--- config.mk ---
export PLATFORM = sky130hd
export DESIGN_NAME = div_ratio_arbiter_flat
export DESIGN_NICKNAME = d
export VERILOG_FILES = /design/src/rtl/div_ratio_arbiter_pkg.sv /design/src/rtl/div_ratio_arbiter_if.sv /design/src/rtl/div_ratio_arbiter_edge_det.sv /design/src/rtl/div_ratio_arbiter.sv /design/src/flat_wrapper.sv
export SDC_FILE = /design/constraint.sdc
export NUM_CORES = 1
export LEC_CHECK = 0
export CORE_ASPECT_RATIO = 0.9
export CORE_UTILIZATION = 40
export CTS_CLUSTER_SIZE = 16
export DETAILED_ROUTE_END_ITERATION = 12
export PLACE_DENSITY = 0.68
export SETUP_SLACK_MARGIN = 0.05
export SLEW_MARGIN = 20
export SYNTH_ARGS = -nofsm -noshare
export SYNTH_HDL_FRONTEND = slang
export SYNTH_SLANG_ARGS = --single-unit
--- constraint.sdc ---
create_clock -name i_Clk -period 8 [get_ports i_Clk]
set_input_delay 1.6 -clock i_Clk [delete_from_list [all_inputs] [get_ports i_Clk]]
set_output_delay 1.6 -clock i_Clk [all_outputs]
set_load 0.02 [all_outputs]
--- src/rtl/div_ratio_arbiter_pkg.sv ---
// Shared types and helpers for the divide-ratio arbiter.
package div_arb_pkg;

    localparam int unsigned MAX_REQ  = 8;
    localparam int unsigned IDX_W    = 3;
    localparam int unsigned DIV_ZERO = 0;

    typedef enum logic [2:0] {
        ST_IDLE,
        ST_ARB,
        ST_WAIT_EDGE,
        ST_COMMIT,
        ST_SETTLE
    } state_t;

    typedef struct packed {
        logic             found;
        logic [IDX_W-1:0] idx;
    } rr_pick_t;

    // First set request at or after ptr, wrapping within the n live requesters.
    function automatic rr_pick_t rr_pick(input logic [MAX_REQ-1:0] req,
                                         input logic [IDX_W-1:0]   ptr,
                                         input int unsigned        n);
        rr_pick_t         res;
        logic [IDX_W-1:0] idx;
        res = '0;
        idx = '0;
        for (int unsigned i = 0; i < MAX_REQ; i++) begin
            idx = IDX_W'((32'(ptr) + i) % n);
            if ((i < n) && !res.found && req[idx]) begin
                res.found = 1'b1;
                res.idx   = idx;
            end
        end
        return res;
    endfunction

endpackage

--- src/rtl/div_ratio_arbiter_if.sv ---
// Requester/divider-side bundle of the divide-ratio arbiter.
interface div_ratio_arbiter_if #(
    parameter int unsigned N_REQ = 4,
    parameter int unsigned WIDE  = 32
);
    logic [N_REQ-1:0]      i_Req;
    logic [N_REQ*WIDE-1:0] i_Div_Req;
    logic                  i_Div_Clk;
    logic [WIDE-1:0]       o_Div;
    logic [N_REQ-1:0]      o_Gnt;
    logic                  o_Busy;
    logic                  o_Timeout;
    logic                  o_Err;

    modport master (
        output i_Req, i_Div_Req, i_Div_Clk,
        input  o_Div, o_Gnt, o_Busy, o_Timeout, o_Err
    );

    modport slave (
        input  i_Req, i_Div_Req, i_Div_Clk,
        output o_Div, o_Gnt, o_Busy, o_Timeout, o_Err
    );
endinterface

--- src/rtl/div_ratio_arbiter_edge_det.sv ---
// Synchronises the fed-back divided clock and emits a one-cycle rise pulse.
module div_clk_edge_det (
    input  logic i_Clk,
    input  logic i_Rst_n,
    input  logic i_Div_Clk,
    output logic o_Rise
);
    logic sync1_q;
    logic sync2_q;
    logic last_q;

    // Two-flop synchroniser, delay stage and registered rise detect.
    always_ff @(posedge i_Clk or negedge i_Rst_n) begin
        if (!i_Rst_n) begin
            sync1_q <= 1'b0;
            sync2_q <= 1'b0;
            last_q  <= 1'b0;
            o_Rise  <= 1'b0;
        end else begin
            sync1_q <= i_Div_Clk;
            sync2_q <= sync1_q;
            last_q  <= sync2_q;
            o_Rise  <= sync2_q & ~last_q;
        end
    end
endmodule

--- src/rtl/div_ratio_arbiter.sv ---
// Round-robin arbiter that hands one shared clock divider its ratio,
// committing a change only just after a divided-clock rising edge.
module div_ratio_arbiter
    import div_arb_pkg::*;
#(
    parameter int unsigned N_REQ      = 4,
    parameter int unsigned WIDE       = 32,
    parameter int unsigned DEF_DIV    = 1,
    parameter int unsigned TIMEOUT    = 1 << 20,
    parameter int unsigned SETTLE_CYC = 4
) (
    input  logic                i_Clk,
    input  logic                i_Rst_n,
    div_ratio_arbiter_if.slave  bus
);
    localparam int unsigned PTR_W = $clog2(N_REQ);
    localparam int unsigned CNT_W = $clog2(TIMEOUT);
    localparam int unsigned SET_W = $clog2(SETTLE_CYC + 1);

    state_t           state_q, state_n;
    logic [PTR_W-1:0] sel_q, sel_n;
    logic [PTR_W-1:0] rr_q, rr_n;
    logic [WIDE-1:0]  new_div_q, new_div_n;
    logic [WIDE-1:0]  div_q, div_n;
    logic [CNT_W-1:0] tmo_cnt_q, tmo_cnt_n;
    logic [SET_W-1:0] set_cnt_q, set_cnt_n;
    logic [N_REQ-1:0] gnt_q, gnt_c;
    logic             err_q, err_c;
    logic             tmo_q, tmo_c;
    logic             busy_q;
    logic             div_rise;
    rr_pick_t         pick;
    logic [WIDE-1:0]  req_div;

    div_clk_edge_det u_edge (
        .i_Clk     (i_Clk),
        .i_Rst_n   (i_Rst_n),
        .i_Div_Clk (bus.i_Div_Clk),
        .o_Rise    (div_rise)
    );

    function automatic logic [PTR_W-1:0] ptr_after(input logic [PTR_W-1:0] s);
        if (32'(s) == N_REQ - 1) return '0;
        return s + PTR_W'(1);
    endfunction

    // State, latched selection and registered outputs.
    always_ff @(posedge i_Clk or negedge i_Rst_n) begin
        if (!i_Rst_n) begin
            state_q   <= ST_IDLE;
            sel_q     <= '0;
            rr_q      <= '0;
            new_div_q <= '0;
            div_q     <= WIDE'(DEF_DIV);
            tmo_cnt_q <= '0;
            set_cnt_q <= '0;
            gnt_q     <= '0;
            err_q     <= 1'b0;
            tmo_q     <= 1'b0;
            busy_q    <= 1'b0;
        end else begin
            state_q   <= state_n;
            sel_q     <= sel_n;
            rr_q      <= rr_n;
            new_div_q <= new_div_n;
            div_q     <= div_n;
            tmo_cnt_q <= tmo_cnt_n;
            set_cnt_q <= set_cnt_n;
            gnt_q     <= gnt_c;
            err_q     <= err_c;
            tmo_q     <= tmo_c;
            busy_q    <= (state_n != ST_IDLE);
        end
    end

    // Arbitration, edge wait, commit and settle sequencing.
    always_comb begin
        state_n   = state_q;
        sel_n     = sel_q;
        rr_n      = rr_q;
        new_div_n = new_div_q;
        div_n     = div_q;
        tmo_cnt_n = tmo_cnt_q;
        set_cnt_n = set_cnt_q;
        gnt_c     = '0;
        err_c     = 1'b0;
        tmo_c     = 1'b0;
        pick      = rr_pick(MAX_REQ'(bus.i_Req), IDX_W'(rr_q), N_REQ);
        req_div   = '0;
        for (int unsigned k = 0; k < N_REQ; k++) begin
            if (IDX_W'(k) == pick.idx) req_div = bus.i_Div_Req[k*WIDE +: WIDE];
        end

        unique case (state_q)
            ST_IDLE: begin
                if (|bus.i_Req) state_n = ST_ARB;
            end
            ST_ARB: begin
                if (!pick.found) begin
                    state_n = ST_IDLE;
                end else begin
                    sel_n     = PTR_W'(pick.idx);
                    new_div_n = req_div;
                    if (req_div == WIDE'(DIV_ZERO)) begin
                        err_c     = 1'b1;
                        gnt_c     = N_REQ'(1) << pick.idx;
                        rr_n      = ptr_after(PTR_W'(pick.idx));
                        set_cnt_n = '0;
                        state_n   = ST_SETTLE;
                    end else if ((req_div == div_q) || (div_q == WIDE'(1))) begin
                        state_n = ST_COMMIT;
                    end else begin
                        tmo_cnt_n = '0;
                        state_n   = ST_WAIT_EDGE;
                    end
                end
            end
            ST_WAIT_EDGE: begin
                // A withdrawn request beats a coincident edge or timeout.
                if (!bus.i_Req[sel_q]) begin
                    state_n = ST_IDLE;
                end else if (div_rise) begin
                    state_n = ST_COMMIT;
                end else if (tmo_cnt_q == CNT_W'(TIMEOUT - 1)) begin
                    tmo_c   = 1'b1;
                    state_n = ST_COMMIT;
                end else begin
                    tmo_cnt_n = tmo_cnt_q + CNT_W'(1);
                end
            end
            ST_COMMIT: begin
                div_n     = new_div_q;
                gnt_c     = N_REQ'(1) << sel_q;
                rr_n      = ptr_after(sel_q);
                set_cnt_n = '0;
                state_n   = ST_SETTLE;
            end
            ST_SETTLE: begin
                if (set_cnt_q == SET_W'(SETTLE_CYC - 1)) state_n = ST_IDLE;
                else                                      set_cnt_n = set_cnt_q + SET_W'(1);
            end
            default: state_n = ST_IDLE;
        endcase
    end

    assign bus.o_Div     = div_q;
    assign bus.o_Gnt     = gnt_q;
    assign bus.o_Busy    = busy_q;
    assign bus.o_Timeout = tmo_q;
    assign bus.o_Err     = err_q;
endmodule

--- src/flat_wrapper.sv ---
// flat-port wrapper written by rule: the top's interface ports become plain ports
module div_ratio_arbiter_flat import div_arb_pkg::*;
#(
    parameter int unsigned N_REQ      = 4,
    parameter int unsigned WIDE       = 32,
    parameter int unsigned DEF_DIV    = 1,
    parameter int unsigned TIMEOUT    = 1 << 20,
    parameter int unsigned SETTLE_CYC = 4
)
  (i_Clk, i_Rst_n, bus_i_Req, bus_i_Div_Req, bus_i_Div_Clk, bus_o_Div, bus_o_Gnt, bus_o_Busy, bus_o_Timeout, bus_o_Err);
  div_ratio_arbiter_if #(.N_REQ(N_REQ), .WIDE(WIDE)) bus_i ();
  input  logic i_Clk;
  input  logic i_Rst_n;
  input wire logic [$bits(bus_i.i_Req)-1:0] bus_i_Req;
  input wire logic [$bits(bus_i.i_Div_Req)-1:0] bus_i_Div_Req;
  input wire logic [$bits(bus_i.i_Div_Clk)-1:0] bus_i_Div_Clk;
  output wire logic [$bits(bus_i.o_Div)-1:0] bus_o_Div;
  output wire logic [$bits(bus_i.o_Gnt)-1:0] bus_o_Gnt;
  output wire logic [$bits(bus_i.o_Busy)-1:0] bus_o_Busy;
  output wire logic [$bits(bus_i.o_Timeout)-1:0] bus_o_Timeout;
  output wire logic [$bits(bus_i.o_Err)-1:0] bus_o_Err;
  assign bus_i.i_Req = bus_i_Req;
  assign bus_i.i_Div_Req = bus_i_Div_Req;
  assign bus_i.i_Div_Clk = bus_i_Div_Clk;
  assign bus_o_Div = bus_i.o_Div;
  assign bus_o_Gnt = bus_i.o_Gnt;
  assign bus_o_Busy = bus_i.o_Busy;
  assign bus_o_Timeout = bus_i.o_Timeout;
  assign bus_o_Err = bus_i.o_Err;
  div_ratio_arbiter #(.N_REQ(N_REQ), .WIDE(WIDE), .DEF_DIV(DEF_DIV), .TIMEOUT(TIMEOUT), .SETTLE_CYC(SETTLE_CYC)) u_core (.i_Clk(i_Clk), .i_Rst_n(i_Rst_n), .bus(bus_i));
endmodule
======== Word level (Yosys, flattened, before mapping) ========
Cells that the tools add are included.
word-level totals
  register bits after elaboration ......... 105
  input bits .............................. 135
  output and inout bits ................... 39
  word-level logic and storage cells ...... 132
operators by class
  add/subtract/negate cells ............... 7
  magnitude comparators ................... 5
  equal/unequal tests ..................... 21
  shift operators ......................... 2
  mux-type cells .......................... 61
  bitwise gates (word level) .............. 2
  reduce and logical (&&, ||, !) cells .... 19
operators with widths
  cell                     number
  $mux W32                 4
  $mux W20                 6
  $pmux W20 S2             1
  $eq A32 B1 Y1 const B    1
  $eq A32 B32 Y1           1
  $logic_not A32 Y1        1
  $mux W3                  10
  $mux W4                  6
  $add A20 B1 Y20 const B  1
  $eq A20 B20 Y1 const B   1
  $mux W1                  19
  $lt A2 B4 Y1 const B     4
  $pmux W3 S5              1
  $mux W2                  6
  $bmux W1 S2              5
  $ne A2 B2 Y1 const B     5
  $eq A3 B2 Y1 const B     3
  $pmux W3 S3              1
  $pmux W4 S2              1
  $reduce_and A7 Y1        1
  $add A2 B1 Y2 const B    3
  $eq A2 B3 Y1 const A     2
  $logic_not A3 Y1         2
  $ne A2 B1 Y1 const B     3
  21 further kinds         29

======== Logic depth before layout (Yosys ltp) ========
Gate-level depths: netlist of run 1.
  depth after elaboration ................. 25
  mapped depth ............................ 17
  gate-level depth less buffers ........... 14

======== Hierarchy ========
From an unflattened synthesis of run 1, not the netlist that was laid out.
second synthesis, totals
  cells, all modules ...................... 660
  area total of the unflattened synthesis .. 6291.0 um^2
modules (own cells, without submodules)
  module             times used  cells each  area an instance (um^2)  seq. area each (um^2)
  div_ratio_arbiter  1           655         6177.2                   2528.7
  div_clk_edge_det   1           5           113.9                    100.1

======== Worst setup path after synthesis of run 1 ========
OpenSTA, ideal clock, no wires.
  path kind ............................... input port to flip-flop
  from .................................... input bus_i_Req[3]
  to ...................................... register u_core.tmo_cnt_q[10]
  setup time .............................. 0.121 ns
  data arrival time ....................... 4.116 ns
  required time ........................... 7.879 ns
  path slack .............................. 3.763 ns
  stages on the path ...................... 15
  buffers on the path ..................... 2
  cells stage by stage .................... nand2b_1 -> nand2_1 -> a221oi_1 -> inv_1 -> ha_1 -> buf_2 -> nand3b_1 -> a221oi_1 -> o21bai_1 -> nor4_1 -> nand4_1 -> nand2b_1 -> a211oi_2 -> buf_2 -> nor2_1
RTL lines
  what                  line                     text
  start, declared       flat_wrapper.sv:14       input wire logic [$bits(bus_i.i_Req)-1:0] bus_i_Req;
  end signal, assigned  div_ratio_arbiter.sv:67  tmo_cnt_q <= tmo_cnt_n;
  end, declared         div_ratio_arbiter.sv:25  logic [CNT_W-1:0] tmo_cnt_q, tmo_cnt_n;

==> reports/results.md, run 1 <==
| Quantity | Value | Unit |
|---|---|---|
| Std-Cell Rows | 42 | - |
| CTS tree | built | - |
| Quantity of hold-fixing buffers added after cts | 0 | - |
| Overall via count from detail_route | 5581 | - |
| Placer's final routability congestion estimate | 0.983 | - |
| Unrepaired setup endpoints after global routing | false | - |
| Post-CTS Setup Repair Bufs | 0 | - |
| WL final | 19700 | um |
| Max cap viols | 0 | - |
| Worst vdd rail ir drop | 0.244 | mV |
| Chip Height | 118 | um |
| Setup TNS | 0 | ps |
| Die Wd | 131 | um |
| Worst Slack Setup Final | 1960 | ps |
| Achievable frequency | 0.166 | GHz |
| Share of layout cells above drive strength 1 | 9.01 | % |
| Average routed wire per standard cell | 19.3 | um |
| Mapped Cells | 662 | - |
| Core Box Area | 0.0147 | mm^2 |
| Synth Register Bits | 105 | - |
| Worst slack at placement | 1580 | ps |
| Area added between synthesis and finish | 36.1 | % |
| Combined area of all synthesized cells | 0.00601 | mm^2 |
| # resized after CTS | 0 | - |
| Register area share after synthesis | 43.7 | % |
| Crit path required time | 8210 | ps |
| DR pass1 iterations | 5 | - |
| WP data arrival | 6250 | ps |
| Power density over the cells | 376 | mW/mm^2 |
| Clock root cell | sky130_fd_sc_hd__clkbuf_16 | - |
| Maximum number of pins on one net before global-route repair | 67 | - |
| Number of flops mapped to enable cells by yosys | 0 | - |
| Remaining antenna violation count | 0 | - |
| First-pass GRT wire length | 30600 | um |
| Io pins | 174 | - |
| Total DRC errors in the routed layout | 0 | - |
| Worst min-delay path class | flop to flop | - |
| Number of antenna violations at the first check in global routing | 0 | - |
| Final worst clock skew | 10.9 | ps |
| Kind of start point of the critical path | input port | - |
| CTS H-Tree Depth | 3 | - |
| Kind of critical path | input port to flop | - |
| Warning count from the yosys run | 0 | - |
| Detailed placement HPWL | 15000 | um |
| Run status | complete, no violations | - |
| Power Total | 3.08 | mW |
| Relative slew slack | 44.3 | % |
| Worst-Skew Late Latency | 350 | ps |
| Count of endpoints failing setup in the final report | 0 | - |
| Clock tree buffer depth | 2 | - |
| Final core utilization | 55.6 | % |
| Antenna cell count | 0 | - |
| Mean instance size in the synthesized netlist | 9.09 | um^2 |
| Global Route Usage Sum | 25.5 | % |
| Total nets after synthesis | 808 | - |
| Min Tclk post-route | 6040 | ps |
| Leakage power | 3.50 | nW |
| Share of synthesized registers carrying an async set or reset | 100 | % |
| Sort of element at the end of the critical path | flop | - |
| Full die area | 0.0155 | mm^2 |
| CTS sink count | 105 | - |
| Input/output buffers | 173 | - |
| Clock-pin slew on the worst setup and hold paths | 70 | ps |
| 1st-iter DRT viols | 448 | - |
| Hold violation count in the final report | 0 | - |
| Congestion Overflow GR | 0 | - |
| Initial Util | 40.9 | % |
| Via count of the first global-routing pass | 5553 | - |
| Predominant post-synthesis flop cell | sky130_fd_sc_hd__dfrtp_1 | - |
| CTS buffer count | 9 | - |
| Critical path fanouts, max | 39 | - |
| Number of max-slew violations in the final report | 0 | - |
| Slew @ Worst Pin | 836 | ps |
| Post-DR vias/cell | 5.48 | - |
| Count of nets after finishing | 962 | - |
| Distinct cells, synth | 50 | - |
| Period utilization | 75.5 | % |
## cell families (layout without fill, tap and decap cells)
kind of cell	Yosys count	after routing	share of synthesized area, %
and+or+nand+nor	310	310	22.7
DFF	105	105	43.7
AOI/OAI and AO/OA	101	101	13.1
xor gates and xnor gates	50	50	7.28
buffers and inverters	47	206	3.68
muxes	38	38	7.22
adders and majority gates	11	11	2.29
## report_power, final
part	internal, mW	leakage, nW	switching (mW)
sequential	0.721	1.34	0.199
combinational	0.747	2.01	0.951
clock	0.249	0.154	0.210
total	1.72	3.50	1.36
## state kept, by name, indices dropped and copies added (netlist names), 2 cells and up
register and count:
u_core.rr_q 2, u_core.sel_q 2, u_core.new_div_q 32, u_core.bus.o_Div 32, u_core.state_q 3, u_core.bus.o_Gnt 4, u_core.set_cnt_q 3, u_core.tmo_cnt_q 20
## layer usage
layer  wire length, um  part of all wire [%]  global-route usage, %  up-vias
li1                  -                     -                      -     2602
met1              8580                    44                   33.9     2754
met2              9400                    48                   42.0      205
met3              1360                   6.9                   6.26       20
met4               338                   1.7                   5.89        0
met5                 0                     0                      0        -
## Yosys cell counts, types with 2 or more instances
master / number / share of area (%)
sky130_fd_sc_hd__nor4_1: 12 / 1.2
sky130_fd_sc_hd__nor3_1: 5 / 0.42
sky130_fd_sc_hd__mux2i_1: 4 / 0.67
sky130_fd_sc_hd__nand2_1: 175 / 11
sky130_fd_sc_hd__nor4b_1: 2 / 0.29
sky130_fd_sc_hd__a21oi_1: 2 / 0.17
sky130_fd_sc_hd__o21ai_0: 4 / 0.33
sky130_fd_sc_hd__and2_1: 3 / 0.31
sky130_fd_sc_hd__clkbuf_1: 10 / 0.62
sky130_fd_sc_hd__o21ai_1: 3 / 0.25
sky130_fd_sc_hd__buf_4: 3 / 0.37
sky130_fd_sc_hd__nor4_2: 2 / 0.42
sky130_fd_sc_hd__nand3b_1: 2 / 0.25
sky130_fd_sc_hd__nand4_1: 13 / 1.4
sky130_fd_sc_hd__nor2_1: 64 / 4.0
sky130_fd_sc_hd__o21bai_1: 2 / 0.25
sky130_fd_sc_hd__xor2_1: 6 / 0.87
sky130_fd_sc_hd__a22o_1: 4 / 0.58
sky130_fd_sc_hd__or4_1: 2 / 0.25
sky130_fd_sc_hd__dfrtp_1: 104 / 43
sky130_fd_sc_hd__nor3b_1: 2 / 0.25
sky130_fd_sc_hd__a221oi_1: 3 / 0.44
sky130_fd_sc_hd__nand3_1: 7 / 0.58
sky130_fd_sc_hd__inv_1: 11 / 0.69
sky130_fd_sc_hd__nand2b_1: 6 / 0.62
sky130_fd_sc_hd__buf_2: 21 / 1.7
sky130_fd_sc_hd__xnor2_1: 44 / 6.4
sky130_fd_sc_hd__nor2b_1: 2 / 0.21
sky130_fd_sc_hd__and3_1: 2 / 0.21
sky130_fd_sc_hd__or3_1: 4 / 0.42
sky130_fd_sc_hd__o22ai_2: 3 / 0.62
sky130_fd_sc_hd__o211a_1: 31 / 5.2
sky130_fd_sc_hd__mux2_2: 33 / 6.2
sky130_fd_sc_hd__o22ai_1: 45 / 4.7
sky130_fd_sc_hd__ha_1: 11 / 2.3
## layout make-up
cell class | count | area, um^2
fill | 1295 | 6530
timing repair buffer | 178 | 1770
multi-input combinational | 510 | 3190
clock buffer | 9 | 225
clock inverter | 7 | 86.3
tap | 198 | 248
sequential | 105 | 2630
inverter | 12 | 45.0
## through the flow
step                      hold slack, ps  std cells  area, um^2
final                                366       1019        8190
after detailed placement             338       1003        7870
after CTS                            365       1019        8180
after floorplan                      331        662        6010
after global placement               345       1003        7860
after global routing                 374       1019        8190
## critical path, stage by stage
cell and delay [ps]:
sky130_fd_sc_hd__clkdlybuf4s50_1 560, sky130_fd_sc_hd__nand2b_1 150, sky130_fd_sc_hd__nand2_1 60, sky130_fd_sc_hd__a221oi_1 520
sky130_fd_sc_hd__inv_1 160, sky130_fd_sc_hd__ha_2 450, sky130_fd_sc_hd__buf_4 340, sky130_fd_sc_hd__nand3b_1 200
sky130_fd_sc_hd__a221oi_1 600, sky130_fd_sc_hd__o21bai_1 230, sky130_fd_sc_hd__nor4_1 80, sky130_fd_sc_hd__nand4_1 210
sky130_fd_sc_hd__nand2b_1 180, sky130_fd_sc_hd__a211oi_4 730, sky130_fd_sc_hd__o22ai_2 170
## final timing paths
kind	startpoint	endpoint	slack [ps]	depth (start not counted)
worst max-delay path	bus_i_Req[3]	u_core.tmo_cnt_q[1]	1960	15
worst min-delay path	u_core.u_edge.sync1_q	u_core.u_edge.sync2_q	370	0
worst max register to register	u_core.rr_q[1]	u_core.tmo_cnt_q[1]	3370	14
worst min register to register	u_core.u_edge.sync1_q	u_core.u_edge.sync2_q	370	0
max in group asynchronous	i_Rst_n	u_core.bus.o_Div[23]	5550	2
min in group asynchronous	i_Rst_n	u_core.tmo_cnt_q[12]	1220	1
## cells in the final DEF, fill, tap and decap left out, types with 7 or more instances in the layout
cell | synthesis | routed
sky130_fd_sc_hd__clkbuf_16 | 0 | 9
sky130_fd_sc_hd__clkdlybuf4s50_1 | 0 | 172
sky130_fd_sc_hd__dfrtp_1 | 104 | 104
sky130_fd_sc_hd__ha_1 | 11 | 10
sky130_fd_sc_hd__inv_1 | 11 | 11
sky130_fd_sc_hd__mux2_2 | 33 | 33
sky130_fd_sc_hd__nand2_1 | 175 | 175
sky130_fd_sc_hd__nand3_1 | 7 | 7
sky130_fd_sc_hd__nand4_1 | 13 | 13
sky130_fd_sc_hd__nor2_1 | 64 | 62
sky130_fd_sc_hd__nor4_1 | 12 | 12
sky130_fd_sc_hd__o211a_1 | 31 | 31
sky130_fd_sc_hd__o22ai_1 | 45 | 45
sky130_fd_sc_hd__xnor2_1 | 44 | 44
Note: power is estimated with default switching activity, not from simulation.
==> inputs of run 2 (changes only) <==
clock period = 5.8 ns   (was 8 ns; I/O delays follow)
==> reports/results.md, run 2 (synthesized netlist as in run 1, its figures left out) <==
| Quantity | Value | Unit | Change |
|---|---|---|---|
| # resized after CTS | 0 | - | unchanged |
| Max stage delay on crit path | 570 | ps | -160 ps |
| Placer's final routability congestion estimate | 0.896 | - | -8.8% |
| Unrepaired setup endpoints after global routing | false | - |  |
| Critical path fanouts, max | 29 | - | -26% |
| Crit path required time | 6070 | ps | -2140 ps |
| Share of layout cells above drive strength 1 | 9.31 | % | +0.30 points |
| CTS H-Tree Depth | 3 | - | unchanged |
| Sequential cell fraction of total power | 30.3 | % | +0.4 points |
| Clock-pin slew on the worst setup and hold paths | 70 | ps | about the same |
| Worst vdd rail ir drop | 0.279 | mV | +14% |
| Reg area | 0.00263 | mm^2 | unchanged |
| WP data arrival | 5250 | ps | -1000 ps |
| CTS tree | built | - |  |
| Post-DR vias/cell | 5.42 | - | -1.1% |
| Sw Pwr | 1.85 | mW | +36% |
| Most frequent standard cell in the layout excluding fill and tap cells | sky130_fd_sc_hd__nand2_1 | - |  |
| Internal power | 2.34 | mW | +36% |
| Leakage power | 3.50 | nW | about the same |
| Input/output buffers | 173 | - | unchanged |
| Initial Util | 40.9 | % | unchanged |
| Multi-input combinational cell area | 0.00317 | mm^2 | -0.47% |
| Period utilization | 86.0 | % |  |
| Worst Slack Setup Final | 815 | ps | -1150 ps |
| Dominant cell type by count on the critical path | sky130_fd_sc_hd__nand2b_1 | - |  |
| Post-CTS Setup Repair Bufs | 0 | - | unchanged |
| Relative slew slack | 44.5 | % | +0.22 points |
| Via count of the first global-routing pass | 5584 | - | +0.56% |
| Std-Cell Rows | 42 | - | unchanged |
| Power density over the cells | 513 | mW/mm^2 | +36% |
| Achievable frequency | 0.201 | GHz |  |
| Maximum number of pins on one net before global-route repair | 66 | - | -1.5% |
| Global Route Usage Sum | 26.4 | % | +0.84 points |
| Run status | complete, no violations | - |  |
| Area added between synthesis and finish | 36.0 | % | about the same |
| Core Box Area | 0.0147 | mm^2 | unchanged |
| Kind of start point of the critical path | input port | - |  |
| CTS sink count | 105 | - | unchanged |
| Combinational fraction of design power | 56.1 | % | +0.9 points |
| Sort of element at the end of the critical path | flop | - |  |
| Highest-delay cell along the critical path | sky130_fd_sc_hd__clkdlybuf4s50_1 | - |  |
| DR pass1 iterations | 4 | - | -1 |
| First-pass GRT wire length | 31400 | um | +2.8% |
| 1st-iter DRT viols | 365 | - | -19% |
| CTS buffer count | 9 | - | unchanged |
| Count of nets after finishing | 968 | - | +0.62% |
| Final worst clock skew | 9.18 | ps | -1.76 ps |
| Congestion Overflow GR | 0 | - | unchanged |
| Clock tree buffer depth | 2 | - | unchanged |
| Kind of critical path | input port to flop | - |  |
| Worst slack at placement | 499 | ps | -1080 ps |
| Hold violation count in the final report | 0 | - | unchanged |
| Average routed wire per standard cell | 19.5 | um | +1.1% |
| Overall via count from detail_route | 5554 | - | -0.48% |
| Full die area | 0.0155 | mm^2 | unchanged |
| Antenna cell count | 0 | - | unchanged |
| Portion of total power attributed to the clock network | 13.6 | % | -1.3 points |
| Max cap viols | 0 | - | unchanged |
| Setup TNS | 0 | ps | unchanged |
| Total DRC errors in the routed layout | 0 | - | unchanged |
| Detailed placement HPWL | 15400 | um | +2.7% |
| Commonest cells after routing, fill and taps aside | sky130_fd_sc_hd__nand2_1 (175), sky130_fd_sc_hd__clkdlybuf4s50_1 (172), sky130_fd_sc_hd__dfrtp_1 (104), sky130_fd_sc_hd__nor2_1 (62), sky130_fd_sc_hd__o22ai_1 (45) | - |  |
| Switching part of the total power | 44.1 | % | -0.080 points |
| Remaining antenna violation count | 0 | - | unchanged |
| Die Wd | 131 | um | unchanged |
| Quantity of hold-fixing buffers added after cts | 0 | - | unchanged |
| Min Tclk post-route | 4990 | ps |  |
| Io pins | 174 | - | unchanged |
| Clock root cell | sky130_fd_sc_hd__clkbuf_16 | - |  |
| Number of antenna violations at the first check in global routing | 0 | - | unchanged |
| Final-layout fill cell count | 1353 | - | +4.5% |
| Number of max-slew violations in the final report | 0 | - | unchanged |
| Chain of cells forming the critical path | clkdlybuf4s50_1 -> nand2b_1 -> a21oi_1 -> a221oi_1 -> nand2b_1 -> inv_1 -> ha_2 -> buf_4 -> o211a_1 -> o22ai_1 -> nor4_1 -> nand4_1 -> nand2b_1 -> a211oi_2 -> buf_4 -> o22ai_2 | - |  |
| Worst min-delay path class | flop to flop | - |  |
| Worst-Skew Late Latency | 340 | ps | about the same |
| Count of endpoints failing setup in the final report | 0 | - | unchanged |
| Chip Height | 118 | um | unchanged |
| Slew @ Worst Pin | 833 | ps | -3.28 ps |
| WL final | 20000 | um | +1.7% |
## run 2: worst paths after layout
check	start	end	slack, ps	cells past startpoint
setup reg to reg	u_core.rr_q[1]	u_core.tmo_cnt_q[1]	1720	14
min in group asynchronous	i_Rst_n	u_core.tmo_cnt_q[6]	910	1
max in group asynchronous	i_Rst_n	u_core.new_div_q[11]	3820	2
setup / recovery	bus_i_Req[3]	u_core.tmo_cnt_q[1]	810	16
hold / removal	u_core.u_edge.sync1_q	u_core.u_edge.sync2_q	350	0
hold reg to reg	u_core.u_edge.sync1_q	u_core.u_edge.sync2_q	350	0
## run 2: per-layer routing
layer	share of wire, %	routed length [um]	vias to the layer above	track usage (%)
li1	-	-	2610	-
met4	2.0	400	0	6.90
met3	5.2	1040	23	4.20
met5	0	0	-	0
met1	45	9010	2739	36.6
met2	48	9560	182	42.9
## run 2: area by class of cell
class | count | share of cell area (%)
inverter | 12 | 0.551
clock inverter | 4 | 0.352
multi-input combinational | 510 | 38.8
timing repair buffer | 184 | 22.1
tap | 198 | 3.03
clock buffer | 12 | 3.01
sequential | 105 | 32.1
## run 2: critical path, delay by kind of cell
family / cells / cell delay, ps
buffers and inverters: 4 / 1260
AND/OR/NAND/NOR: 5 / 1450
AO/OA/AOI/OAI: 6 / 1050
adder cells (fa/ha/maj): 1 / 300
## run 2: power by group through the flow
| stage | logic, mW | clock network [mW] | registers (mW) |
|---|---|---|---|
| after floorplan | 1.46 | 0 | 1.31 |
| after global placement | 2.30 | 0 | 1.27 |
| after detailed placement | 2.33 | 0 | 1.28 |
| after CTS | 2.34 | 0.584 | 1.27 |
| after global routing | 2.54 | 0.612 | 1.30 |
| final | 2.35 | 0.572 | 1.27 |
## run 2: per-stage QoR
stage	total power [mW]	area, um^2	util, %	hold WS [ps]	instances
after floorplan	2.77	6010	-	331	662
after global placement	3.57	7910	53.7	334	1009
after CTS	4.19	8180	55.6	354	1025
after global routing	4.46	8180	55.6	360	1025
final	4.19	8180	55.6	352	1025
after detailed placement	3.60	7910	53.7	338	1009
